**src/rtl/output_pipe_ctrl_pkg.sv**
```systemverilog
// Shared state encoding and default field widths for the output_pipe layer sequencer.
package output_pipe_ctrl_pkg;

    localparam int OC_BEATS_W = 16;
    localparam int OC_PKTS_W  = 16;

    typedef enum logic [1:0] {
        OC_IDLE  = 2'd0,
        OC_RUN   = 2'd1,
        OC_DRAIN = 2'd2,
        OC_DONE  = 2'd3
    } oc_state_t;

endpackage

```
**src/rtl/output_pipe_ctrl_pkt_counter.sv**
```systemverilog
// Beat/packet counter pair: the beat count wraps on the last beat of a packet and
// bumps the packet count; the flags mark the last beat and the last packet.
module pkt_counter #(
    parameter int BEATS_W = 16,
    parameter int PKTS_W  = 16
) (
    input  logic               clk,
    input  logic               rst_n,
    input  logic               i_clr,
    input  logic               i_adv,
    input  logic [BEATS_W-1:0] i_beats,
    input  logic [PKTS_W-1:0]  i_pkts,
    output logic               o_last_beat,
    output logic               o_last_pkt
);

    logic [BEATS_W-1:0] r_beat;
    logic [PKTS_W-1:0]  r_pkt;

    assign o_last_beat = (r_beat == i_beats - BEATS_W'(1));
    assign o_last_pkt  = (r_pkt == i_pkts - PKTS_W'(1));

    always_ff @(posedge clk) begin
        if (!rst_n) begin
            r_beat <= '0;
            r_pkt  <= '0;
        end else if (i_clr) begin
            r_beat <= '0;
            r_pkt  <= '0;
        end else if (i_adv) begin
            if (o_last_beat) begin
                r_beat <= '0;
                r_pkt  <= r_pkt + PKTS_W'(1);
            end else begin
                r_beat <= r_beat + BEATS_W'(1);
            end
        end
    end

endmodule

```
**src/rtl/output_pipe_ctrl.sv**
```systemverilog
// Layer sequencer for output_pipe: mode bits, beat gating with tlast insertion, drain
// detection on M_AXIS. Optional drain watchdog enabled by OUTPUT_CTRL_TIMEOUT_EN.
module output_pipe_ctrl
    import output_pipe_ctrl_pkg::*;
#(
    parameter int BEATS_W        = OC_BEATS_W,
    parameter int PKTS_W         = OC_PKTS_W,
    parameter int TIMEOUT_CYCLES = 4096
) (
    input  logic               aclk,
    input  logic               aresetn,
    input  logic               cfg_valid,
    output logic               cfg_ready,
    input  logic               cfg_is_maxpool,
    input  logic               cfg_is_3x3,
    input  logic [BEATS_W-1:0] cfg_beats,
    input  logic [PKTS_W-1:0]  cfg_in_pkts,
    input  logic [PKTS_W-1:0]  cfg_out_pkts,
    output logic               is_maxpool,
    output logic               is_3x3,
    input  logic               s_valid,
    output logic               s_ready,
    output logic               pipe_tvalid,
    output logic               pipe_tlast,
    input  logic               pipe_tready,
    input  logic               m_tvalid,
    input  logic               m_tready,
    input  logic               m_tlast,
    output logic               busy,
    output logic               done,
    output logic               error
);

    oc_state_t          r_state, w_next;
    logic [BEATS_W-1:0] r_beats;
    logic [PKTS_W-1:0]  r_in_pkts, r_out_pkts, r_out_cnt;
    logic               r_is_maxpool, r_is_3x3;
    logic               w_accept, w_run, w_s_hs, w_m_last, w_out_full;
    logic               w_last_beat, w_last_pkt, w_timeout;

    assign w_accept   = (r_state == OC_IDLE) && cfg_valid;
    assign w_run      = (r_state == OC_RUN);
    assign w_s_hs     = w_run && s_valid && pipe_tready;
    assign w_m_last   = m_tvalid && m_tready && m_tlast;
    assign w_out_full = (r_out_cnt == r_out_pkts);

    assign is_maxpool = r_is_maxpool;
    assign is_3x3     = r_is_3x3;

    pkt_counter #(
        .BEATS_W (BEATS_W),
        .PKTS_W  (PKTS_W)
    ) u_in_cnt (
        .clk         (aclk),
        .rst_n       (aresetn),
        .i_clr       (w_accept),
        .i_adv       (w_s_hs),
        .i_beats     (r_beats),
        .i_pkts      (r_in_pkts),
        .o_last_beat (w_last_beat),
        .o_last_pkt  (w_last_pkt)
    );

    always_ff @(posedge aclk) begin
        if (!aresetn) r_state <= OC_IDLE;
        else          r_state <= w_next;
    end

    always_comb begin
        w_next      = r_state;
        cfg_ready   = 1'b0;
        busy        = 1'b0;
        done        = 1'b0;
        pipe_tvalid = 1'b0;
        pipe_tlast  = 1'b0;
        s_ready     = 1'b0;
        unique case (r_state)
            OC_IDLE: begin
                cfg_ready = 1'b1;
                if (w_accept)
                    w_next = (cfg_beats == '0 || cfg_in_pkts == '0) ? OC_DONE : OC_RUN;
            end
            OC_RUN: begin
                busy        = 1'b1;
                pipe_tvalid = s_valid;
                s_ready     = pipe_tready;
                pipe_tlast  = w_last_beat;
                if (w_s_hs && w_last_beat && w_last_pkt) w_next = OC_DRAIN;
            end
            OC_DRAIN: begin
                busy = 1'b1;
                if (w_out_full || w_timeout) w_next = OC_DONE;
            end
            OC_DONE: begin
                done   = 1'b1;
                w_next = OC_IDLE;
            end
            default: w_next = OC_IDLE;
        endcase
    end

    // Output tlasts may arrive while input is still streaming, so count outside DRAIN too.
    always_ff @(posedge aclk) begin
        if (!aresetn) begin
            r_beats      <= '0;
            r_in_pkts    <= '0;
            r_out_pkts   <= '0;
            r_out_cnt    <= '0;
            r_is_maxpool <= 1'b0;
            r_is_3x3     <= 1'b0;
        end else if (w_accept) begin
            r_beats      <= cfg_beats;
            r_in_pkts    <= cfg_in_pkts;
            r_out_pkts   <= cfg_out_pkts;
            r_out_cnt    <= '0;
            r_is_maxpool <= cfg_is_maxpool;
            r_is_3x3     <= cfg_is_3x3;
        end else if (r_state != OC_IDLE && w_m_last && !w_out_full) begin
            r_out_cnt <= r_out_cnt + PKTS_W'(1);
        end
    end

    if (TIMEOUT_CYCLES < 1) begin : g_bad_timeout
        $error("output_pipe_ctrl: TIMEOUT_CYCLES must be positive");
    end

`ifdef OUTPUT_CTRL_TIMEOUT_EN
    localparam int WD_W = $clog2(TIMEOUT_CYCLES + 1);

    logic [WD_W-1:0] r_wd;
    logic            r_error;
    logic            w_m_hs;

    assign w_m_hs    = m_tvalid && m_tready;
    // Normal completion wins over a coincident timeout.
    assign w_timeout = (r_state == OC_DRAIN) && !w_out_full && !w_m_hs &&
                       (r_wd == WD_W'(TIMEOUT_CYCLES - 1));
    assign error     = r_error;

    always_ff @(posedge aclk) begin
        if (!aresetn) begin
            r_wd    <= '0;
            r_error <= 1'b0;
        end else begin
            if (r_state != OC_DRAIN || w_m_hs) r_wd <= '0;
            else                               r_wd <= r_wd + WD_W'(1);
            if (w_accept)       r_error <= 1'b0;
            else if (w_timeout) r_error <= 1'b1;
        end
    end
`else
    assign w_timeout = 1'b0;
    assign error     = 1'b0;
`endif

endmodule

```
**config.mk**
```make
export PLATFORM = sky130hd
export DESIGN_NAME = output_pipe_ctrl
export DESIGN_NICKNAME = d
export VERILOG_FILES = /design/src/rtl/output_pipe_ctrl_pkg.sv /design/src/rtl/output_pipe_ctrl_pkt_counter.sv /design/src/rtl/output_pipe_ctrl.sv
export SDC_FILE = /design/constraint.sdc
export NUM_CORES = 1
export LEC_CHECK = 0
export CORE_MARGIN = 2
export CORE_UTILIZATION = 40
export DETAILED_ROUTE_END_ITERATION = 10
export PLACE_DENSITY_LB_ADDON = 0.05
export SYNTH_ARGS = -nofsm -noshare
export SYNTH_HDL_FRONTEND = slang
export SYNTH_SLANG_ARGS = --single-unit
```
**constraint.sdc**
```tcl
create_clock -name aclk -period 6 [get_ports aclk]
set_input_delay 0.6 -clock aclk [delete_from_list [all_inputs] [get_ports aclk]]
set_output_delay 0.6 -clock aclk [all_outputs]
set_load 0.05 [all_outputs]
```
* Word level (Yosys, flattened, before mapping)
Cells that the tools add are included.
Storage, ports and cells: bits in registers 100, input port bits 58, logic and storage cells 55
Operators by class: add/subtract/negate cells 5, equal/unequal tests 9, muxes and demuxes 12, bitwise operators 1, reductions and logical operators 19
Operator list (number):
- adder 16 x 1 -> 16 bit (second input constant) | 3
- == test 16 bit | 3
- zero test 16 bit | 2
- subtractor 16 x 1 -> 16 bit (second input constant) | 2
- two-way mux 16 bit | 1
- logical AND 1 bit | 9
- two-way mux 2 bit | 4
- case mux 2 bit (4 select lines) | 1
- two-way mux 1 bit | 6
- == test 2 bit (second input constant) | 2
- inequality test 2 x 1 -> 1 bit (second input constant) | 2
- OR reduction 2 bit | 2
- AND reduction 3 bit | 1
- == test 2 x 1 -> 1 bit (second input constant) | 1
- zero test 2 bit | 1
- inequality test 2 bit (second input constant) | 1
- AND reduction 2 bit | 1
- nonzero test 2 bit | 1
- zero test 1 bit | 1
- logical OR 1 bit | 1
- inverter 1 bit | 1

* Longest topological paths before layout
Gate-level depths: netlist of run 1.
depth after elaboration 7, depth in mapped cells 13, depth with buffers taken out 9

* By module
A second synthesis of run 1 with hierarchy kept.
Unflattened totals: cell total of the unflattened synthesis 710, area, all modules 5821.8 um2
By module, submodules not included:
- output_pipe_ctrl | times used 1, cells an instance 366, area an instance 3070.4 um2, seq. area each 1361.3 um2
- pkt_counter | times used 1, cells an instance 344, area an instance 2751.4 um2, seq. area each 640.6 um2

* Worst setup path before layout of run 1
No wires, ideal clock.
kind register to output, start point reg r_beats[0], end point out pipe_tlast, data arrival time 2.564 ns, data required time 5.400 ns, setup slack 2.836 ns, cell stages (with the launch flop) 11, path buffers 2, cells stage by stage dfxtp_1 clkbuf_8 inv_1 ha_1 buf_6 nor4b_2 and4_2 o211ai_1 a2111oi_4 nand4_2 nor2_1
On the way: longest elaborated chain between the ends 3
Ends and longest elaborated chain:
- start: declaration | RTL line output_pipe_ctrl.sv:35 | logic [BEATS_W-1:0] r_beats;
- start signal: assignment | RTL line output_pipe_ctrl.sv:112 | r_beats <= cfg_beats;
- subtractor 16 x 1 -> 16 bit | RTL line output_pipe_ctrl_pkt_counter.sv:20 | assign o_last_beat = (r_beat == i_beats - BEATS_W'(1));
- == test 16 bit | RTL line output_pipe_ctrl_pkt_counter.sv:20
- two-way mux 1 bit | RTL line output_pipe_ctrl.sv:77 | unique case (r_state)
- end: declaration | RTL line output_pipe_ctrl.sv:24 | output logic pipe_tlast,
No other way between the ends.

* Final worst setup path of run 1
Ends and elaborated chain as after synthesis.

==> impl_table.tex, run 1 <==
\begin{tabular}{lr}
\hline
Metric & Value \\
\hline
\multicolumn{2}{l}{\textbf{Outcome}} \\
\quad Status & finished, final reports clean \\
\multicolumn{2}{l}{\textbf{Hold path}} \\
\quad Cell count of the worst hold path & 2 \\
\quad Class of the most critical hold timing path & register to register \\
\quad Origin of the worst min-delay path & is\_maxpool\$\_SDFFE\_PN0P\_ \\
\quad Sink of the worst hold path & is\_maxpool\$\_SDFFE\_PN0P\_ \\
\multicolumn{2}{l}{\textbf{Pwr}} \\
\quad Total power density per cell area & 320.2 mW/mm\^{}2 \\
\quad Leakage component of the power & 2.508 nW \\
\quad Total power & 2.191 mW \\
\quad Worst-case vdd ir drop & 0.0001989 V \\
\multicolumn{2}{l}{\textbf{Synthesis}} \\
\quad Portion of netlist area occupied by mux cells & 2.786\% \\
\quad Count of mapped cells out of synthesis & 727 \\
\quad Prevailing post-synth register cell & sky130\_fd\_sc\_hd\_\_dfxtp\_1 \\
\quad Xor and xnor area share after synthesis & 11.10\% \\
\quad Area fraction in compound gates after synthesis & 14.03\% \\
\quad Seq cells post-synth & 100 \\
\quad Largest area contributor in the synthesized netlist & sky130\_fd\_sc\_hd\_\_dfxtp\_1 \\
\quad Share of synthesized flip-flops with an asynchronous set or reset & 0\% \\
\quad Post-synthesis sequential area ratio & 34.28\% \\
\quad Post-synthesis net count & 794 \\
\quad Distinct cell type count after synthesis & 63 \\
\quad Synth warnings & 0 \\
\quad Top area cells in the synthesized netlist & sky130\_fd\_sc\_hd\_\_dfxtp\_1 (34\%), sky130\_fd\_sc\_hd\_\_nand2\_1 (9.4\%), sky130\_fd\_sc\_hd\_\_xor2\_1 (7.0\%), sky130\_fd\_sc\_hd\_\_a21boi\_0 (6.4\%), sky130\_fd\_sc\_hd\_\_xnor2\_1 (4.0\%) \\
\quad Syn\_area\_per\_cell & 8.032 um\^{}2 \\
\quad Library cell with the highest instance count after synthesis & sky130\_fd\_sc\_hd\_\_nand2\_1 \\
\quad Number of enable flip-flop cells after synthesis & 0 \\
\quad Area of the mapped netlist & 0.005839 mm\^{}2 \\
\quad Synthesized-area fraction occupied by and/or/nand/nor cells & 31.48\% \\
\quad Most numerous cell types in the synthesized netlist & sky130\_fd\_sc\_hd\_\_nand2\_1 (147), sky130\_fd\_sc\_hd\_\_dfxtp\_1 (100), sky130\_fd\_sc\_hd\_\_a21boi\_0 (50) \\
\quad Synth Area in Adders & 1.928\% \\
\quad Main combinational cell family by area after synthesis & simple AND/OR/NAND/NOR gates \\
\quad Area share of the largest cell type after synthesis & 34.28\% \\
\multicolumn{2}{l}{\textbf{Timing}} \\
\quad Total setup violations reported at the end of the flow & 0 \\
\quad Least-Margin Pin Slew & 1.001 ns \\
\quad Relative slew slack & 33.10\% \\
\quad FMAX & 239.1 MHz \\
\quad Tmin final & 4.182 ns \\
\quad Number of max-slew violations in the final report & 0 \\
\quad Setup repair after global routing missed its margin & no \\
\quad Maximum clock skew at final layout & 0.005447 ns \\
\quad Setup tns final & 0 ns \\
\quad Period utilisation layout & 69.71\% \\
\quad Fin. Hold Viols & 0 \\
\multicolumn{2}{l}{\textbf{Floorplan}} \\
\quad Die Area & 0.01558 mm\^{}2 \\
\quad Width of the die & 124.8 um \\
\quad Count of standard-cell rows & 44 \\
\quad Die outline height & 124.8 um \\
\quad Core area & 0.01442 mm\^{}2 \\
\quad Count of pins on the block boundary & 67 \\
\quad Initial standard-cell utilization of the core & 40.48\% \\
\multicolumn{2}{l}{\textbf{Critical path}} \\
\quad Startpoint types & register \\
\quad Setup slack of the worst register-to-register path & 2.15 ns \\
\quad Startpoint of the lowest-slack register-to-register path & r\_beats[0]\$\_SDFFE\_PN0P\_ \\
\quad Critical path capture point type & output pin \\
\quad Worst path cell trace & inv\_1 > ha\_1 > nor4b\_2 > and4\_2 > o211ai\_1 > a2111oi\_4 > nand4\_2 > nor2\_1 > clkdlybuf4s50\_1 \\
\quad Arrival time at the worst endpoint & 3.58 ns \\
\quad Top fanout value on the critical path & 9 \\
\quad Cell with the biggest individual delay on the critical path & sky130\_fd\_sc\_hd\_\_clkdlybuf4s50\_1 \\
\quad Largest stage delay on the critical path & 0.81 ns \\
\quad Data required time at the worst endpoint & 5.40 ns \\
\quad Critical R2R Capture & u\_in\_cnt.r\_beat[3]\$\_SDFFE\_PP0P\_ \\
\quad Critical path type & register to output pin \\
\quad Number of cell instances on the worst register-to-register path & 7 \\
\multicolumn{2}{l}{\textbf{Routing}} \\
\quad Total vias in the final route & 5200 \\
\quad Total Wirelength & 14700 um \\
\quad Number of detailed-routing iterations run before antenna repair & 5 \\
\quad Post-DR vias/cell & 5.439 \\
\quad Average wire per cell in the routed design & 15.38 um \\
\quad Antenna violation net count after detailed routing & 0 \\
\quad DR iter-0 viols & 301 \\
\quad Remaining routing DRC violations & 0 \\
\multicolumn{2}{l}{\textbf{CTS}} \\
\quad Bufs on Longest Clock Path & 2 \\
\quad Number of CTS-inserted buffers & 9 \\
\quad Library cell used as clock root buffer & sky130\_fd\_sc\_hd\_\_clkbuf\_16 \\
\quad Number of levels the H-tree was split into & 3 \\
\quad Number of post-CTS setup repair buffers & 0 \\
\quad Reg clk slew, reported paths & 0.07 ns \\
\quad Gates resized, CTS repair & 0 \\
\quad CTS tree & done \\
\quad Clock latency of the later-clocked register in the worst-skew pair & 0.36 ns \\
\quad Clock sink total & 100 \\
\quad Number of hold buffers added after CTS & 0 \\
\multicolumn{2}{l}{\textbf{Global route}} \\
\quad Via count of the first global-routing pass & 5043 \\
\quad Total gr overflow & 0 \\
\quad Number of antenna violations at the first check in global routing & 0 \\
\quad Pin count of the biggest net entering global routing & 60 \\
\quad First-pass GRT wire length & 24700 um \\
\quad GR Util All Layers & 19.37\% \\
\multicolumn{2}{l}{\textbf{Finish}} \\
\quad Ant. Diodes & 0 \\
\quad Number of nets in the final layout & 834 \\
\quad Relative area change from synthesis to final layout & 17.21\% \\
\quad Ratio of cells with drive above 1 in the final layout & 4.275\% \\
\quad Final Instance Count excl. Fillers & 956 \\
\multicolumn{2}{l}{\textbf{Placed design}} \\
\quad Detailed placement HPWL & 10770 um \\
\quad Placed instance count & 940 \\
\quad Port Buffer Count & 65 \\
\quad Final GP Congestion & 0.9085 \\
\multicolumn{2}{l}{\textbf{Job}} \\
\quad Number of maximum-capacitance constraint violations & 0 \\
\hline
\end{tabular}
==> metal layers <==
metal / part of all wire (%) / GRT usage [%] / vias to the layer above / wire length, um
li1: - / - / 2631 / -
met1: 46 / 23.91 / 2482 / 6816
met3: 2.8 / 4.424 / 19 / 418
met4: 1.1 / 4.510 / 0 / 161
met5: 0 / 0 / - / 0
met2: 50 / 34.30 / 68 / 7301
==> worst max-delay path, delay by kind of cell, from the launching register on <==
kind | cells | cell delay [ns]
DFF | 1 | 0.39
AOI/OAI and AO/OA | 2 | 0.36
and+or+nand+nor | 4 | 1.26
adders and majority gates | 1 | 0.31
buffers and inverters | 2 | 0.90
==> kinds of logic after synthesis <==
| logic type | count (synthesis) |
|---|---|
| other cells | 1 |
| compound gates | 111 |
| mux | 16 |
| flops | 100 |
| xor+xnor | 74 |
| fa+ha+maj | 9 |
| simple gates | 364 |
| buf+inv | 52 |
==> sequential cells by signal, indices dropped and copies added (netlist names) <==
| signal | flops |
|---|---|
| r_beats | 16 |
| r_in_pkts | 16 |
| r_out_cnt | 16 |
| r_out_pkts | 16 |
| u_in_cnt.r_beat | 16 |
| u_in_cnt.r_pkt | 16 |
| r_state | 2 |
| is_3x3 | 1 |
| is_maxpool | 1 |
==> metrics by stage <==
step,util [%],hold WS (ns),instance area [um^2],setup slack [ns]
after detailed placement,45.34,0.4602,6540,2.233
after global routing,47.45,0.4913,6844,1.537
after CTS,47.45,0.4729,6844,1.829
after global placement,45.34,0.4511,6540,2.323
final,47.45,0.4675,6844,1.818
after floorplan,-,0.4551,5839,2.836
==> power breakdown <==
part           total, mW  leakage, nW  switching [mW]  internal [mW]
Combinational      0.773         1.54           0.469          0.304
Clock              0.608        0.150           0.260          0.348
Sequential         0.811        0.813          0.0832          0.728
==> worst max path at each step <==
stage                            startpoint                               to  cells past startpoint
finish              r_beats[0]$_SDFFE_PN0P_                       pipe_tlast                      9
global route        r_beats[0]$_SDFFE_PN0P_                       pipe_tlast                      9
CTS                 r_beats[0]$_SDFFE_PN0P_                       pipe_tlast                      9
detailed placement  r_beats[0]$_SDFFE_PN0P_  u_in_cnt.r_beat[3]$_SDFFE_PP0P_                      7
global placement    r_beats[0]$_SDFFE_PN0P_                       pipe_tlast                      9
floorplan           r_beats[0]$_SDFFE_PN0P_                       pipe_tlast                     10
==> final cells by class <==
cell class / instances / area [um^2]
fillers: 1454 / 7580
multi-input cells: 575 / 3586
flip-flops and latches: 100 / 2002
repair buffers: 68 / 673.1
clock buffers: 13 / 260.3
well taps: 184 / 230.2
inverters: 13 / 48.80
clock inverters: 3 / 43.79
==> layout by cell type, fill, tap and decap left out, types with 15 or more instances in the layout <==
master,n
sky130_fd_sc_hd__clkdlybuf4s50_1,65
sky130_fd_sc_hd__a21boi_0,50
sky130_fd_sc_hd__nand2_1,147
sky130_fd_sc_hd__nor4_1,25
sky130_fd_sc_hd__xor2_1,47
sky130_fd_sc_hd__nor3_1,22
sky130_fd_sc_hd__dfxtp_1,100
sky130_fd_sc_hd__nand3_1,26
sky130_fd_sc_hd__nand2b_1,16
sky130_fd_sc_hd__xnor2_1,27
sky130_fd_sc_hd__nand4_1,15
sky130_fd_sc_hd__nor2_1,46
Power figures use the tool's default switching activity.
==> run 2, diff against run 1 <==
Clock period 6 ns to 3.7 ns, I/O delays scaled along.
==> impl_table.tex, run 2 (same netlist as run 1, synthesis figures left out) <==
\begin{tabular}{lr}
\hline
Metric & Value \\
\hline
\multicolumn{2}{l}{\textbf{Timing}} \\
\quad Tmin final & 3.295 ns \\
\quad Number of max-slew violations in the final report & 0 \\
\quad Total setup violations reported at the end of the flow & 0 \\
\quad Setup tns final & 0 ns \\
\quad FMAX & 303.5 MHz \\
\quad Relative slew slack & 37.32\% \\
\quad Fin. Hold Viols & 0 \\
\quad Setup repair after global routing missed its margin & no \\
\quad Least-Margin Pin Slew & 0.9403 ns \\
\quad Period utilisation layout & 89.05\% \\
\quad Maximum clock skew at final layout & 0.01108 ns \\
\multicolumn{2}{l}{\textbf{Floorplan}} \\
\quad Width of the die & 124.8 um \\
\quad Initial standard-cell utilization of the core & 40.48\% \\
\quad Core area & 0.01442 mm\^{}2 \\
\quad Count of pins on the block boundary & 67 \\
\quad Die outline height & 124.8 um \\
\quad Count of standard-cell rows & 44 \\
\quad Die Area & 0.01558 mm\^{}2 \\
\multicolumn{2}{l}{\textbf{Finish}} \\
\quad Commonest non-fill, non-tap cell in the layout & sky130\_fd\_sc\_hd\_\_nand2\_1 \\
\quad Most frequent cells in the layout & sky130\_fd\_sc\_hd\_\_nand2\_1 (147), sky130\_fd\_sc\_hd\_\_dfxtp\_1 (100), sky130\_fd\_sc\_hd\_\_clkdlybuf4s50\_1 (64) \\
\quad Ratio of cells with drive above 1 in the final layout & 5.155\% \\
\quad Number of fillers in the final layout & 1446 \\
\quad Ant. Diodes & 0 \\
\quad Relative area change from synthesis to final layout & 17.59\% \\
\quad Number of nets in the final layout & 838 \\
\multicolumn{2}{l}{\textbf{Global route}} \\
\quad GR Util All Layers & 18.95\% \\
\quad First-pass GRT wire length & 24380 um \\
\quad Via count of the first global-routing pass & 4944 \\
\quad Number of antenna violations at the first check in global routing & 0 \\
\quad Pin count of the biggest net entering global routing & 60 \\
\quad Total gr overflow & 0 \\
\multicolumn{2}{l}{\textbf{CTS}} \\
\quad Number of CTS-inserted buffers & 9 \\
\quad Library cell used as clock root buffer & sky130\_fd\_sc\_hd\_\_clkbuf\_16 \\
\quad Clock latency of the later-clocked register in the worst-skew pair & 0.36 ns \\
\quad Reg clk slew, reported paths & 0.07 ns \\
\quad CTS tree & done \\
\quad Gates resized, CTS repair & 0 \\
\quad Number of hold buffers added after CTS & 0 \\
\quad Number of levels the H-tree was split into & 3 \\
\quad Number of post-CTS setup repair buffers & 0 \\
\quad Clock sink total & 100 \\
\quad Bufs on Longest Clock Path & 2 \\
\multicolumn{2}{l}{\textbf{Job}} \\
\quad Number of maximum-capacitance constraint violations & 0 \\
\multicolumn{2}{l}{\textbf{Pwr}} \\
\quad Worst-case vdd ir drop & 0.0002538 V \\
\quad Total power density per cell area & 514.8 mW/mm\^{}2 \\
\quad Total power & 3.535 mW \\
\quad Leakage component of the power & 2.524 nW \\
\multicolumn{2}{l}{\textbf{Routing}} \\
\quad DR iter-0 viols & 321 \\
\quad Antenna violation net count after detailed routing & 0 \\
\quad Remaining routing DRC violations & 0 \\
\quad Post-DR vias/cell & 5.410 \\
\quad Total vias in the final route & 5194 \\
\quad Number of detailed-routing iterations run before antenna repair & 7 \\
\quad Total Wirelength & 14590 um \\
\quad Average wire per cell in the routed design & 15.20 um \\
\multicolumn{2}{l}{\textbf{Hold path}} \\
\quad Class of the most critical hold timing path & register to register \\
\quad Cell count of the worst hold path & 2 \\
\multicolumn{2}{l}{\textbf{Outcome}} \\
\quad Status & finished, final reports clean \\
\multicolumn{2}{l}{\textbf{Critical path}} \\
\quad Top fanout value on the critical path & 9 \\
\quad Startpoint types & register \\
\quad Number of cell instances on the worst register-to-register path & 8 \\
\quad Arrival time at the worst endpoint & 2.92 ns \\
\quad Critical path capture point type & output pin \\
\quad Data required time at the worst endpoint & 3.33 ns \\
\quad Critical path type & register to output pin \\
\multicolumn{2}{l}{\textbf{Placed design}} \\
\quad Port Buffer Count & 65 \\
\quad Detailed placement HPWL & 10900 um \\
\quad Final GP Congestion & 0.9453 \\
\hline
\end{tabular}
[run 2: final cells by class]
cell class                      instances  area [um^2]  share of cell area [%]
Clock buffer                            9        225.2                   3.280
Clock inverter                          7        73.82                   1.075
Inverter                               13        48.80                  0.7106
Multi-Input combinational cell        575         3586                   52.22
Sequential cell                       100         2002                   29.15
Tap cell                              184        230.2                   3.353
Timing Repair Buffer                   72        700.7                   10.20
[run 2: metrics by stage]
stage / instance area, um^2 / setup slack, ns / utilization [%] / hold slack (ns) / std cells
global route: 6867 / 0.1906 / 47.61 / 0.5010 / 960
floorplan: 5839 / 0.7661 / - / 0.4551 / 727
detailed placement: 6568 / 0.7114 / 45.53 / 0.4657 / 944
finish: 6867 / 0.4052 / 47.61 / 0.4687 / 960
CTS: 6867 / 0.3874 / 47.61 / 0.4786 / 960
global placement: 6568 / 0.8061 / 45.53 / 0.4517 / 944
[run 2: layer usage]
layer / GRT usage (%) / share of wire (%) / up-vias
li1: - / - / 2641
met1: 23.93 / 46 / 2459
met2: 32.69 / 49 / 78
met3: 3.737 / 3.4 / 16
met4: 5.752 / 1.7 / 0
met5: 0 / 0 / -
[run 2: path summary, 6_finish.rpt]
path                            slack, ns                             end               startpoint
worst max register to register       0.61  u_in_cnt.r_pkt[9]$_SDFFE_PP0P_  r_beats[0]$_SDFFE_PN0P_
worst min register to register       0.47         is_maxpool$_SDFFE_PN0P_  is_maxpool$_SDFFE_PN0P_
worst max-delay path                 0.41                      pipe_tlast  r_beats[0]$_SDFFE_PN0P_
worst min-delay path                 0.47         is_maxpool$_SDFFE_PN0P_  is_maxpool$_SDFFE_PN0P_
[run 2: critical path: stages (launching register included)]
cell and delay [ns]:
sky130_fd_sc_hd__dfxtp_1 0.39, sky130_fd_sc_hd__inv_1 0.09, sky130_fd_sc_hd__ha_1 0.31, sky130_fd_sc_hd__nor4b_2 0.54, sky130_fd_sc_hd__and4_2 0.35, sky130_fd_sc_hd__o211ai_1 0.13, sky130_fd_sc_hd__a2111oi_4 0.22, sky130_fd_sc_hd__nand4_2 0.19
sky130_fd_sc_hd__nor2_1 0.13, sky130_fd_sc_hd__buf_4 0.21
[run 2: report_power, final]
group	internal (mW)	total (mW)	switching, mW
logic	0.504	1.25	0.748
registers	1.18	1.32	0.136
clock network	0.528	0.967	0.439
total	2.21	3.53	1.32
==> run 3, diff against run 2 <==
Settings changed: ABC_CLOCK_PERIOD_IN_PS set to 3700.
==> results of run 3 <==
Same layout as run 2: the final DEF is identical, and so are final timing and power.
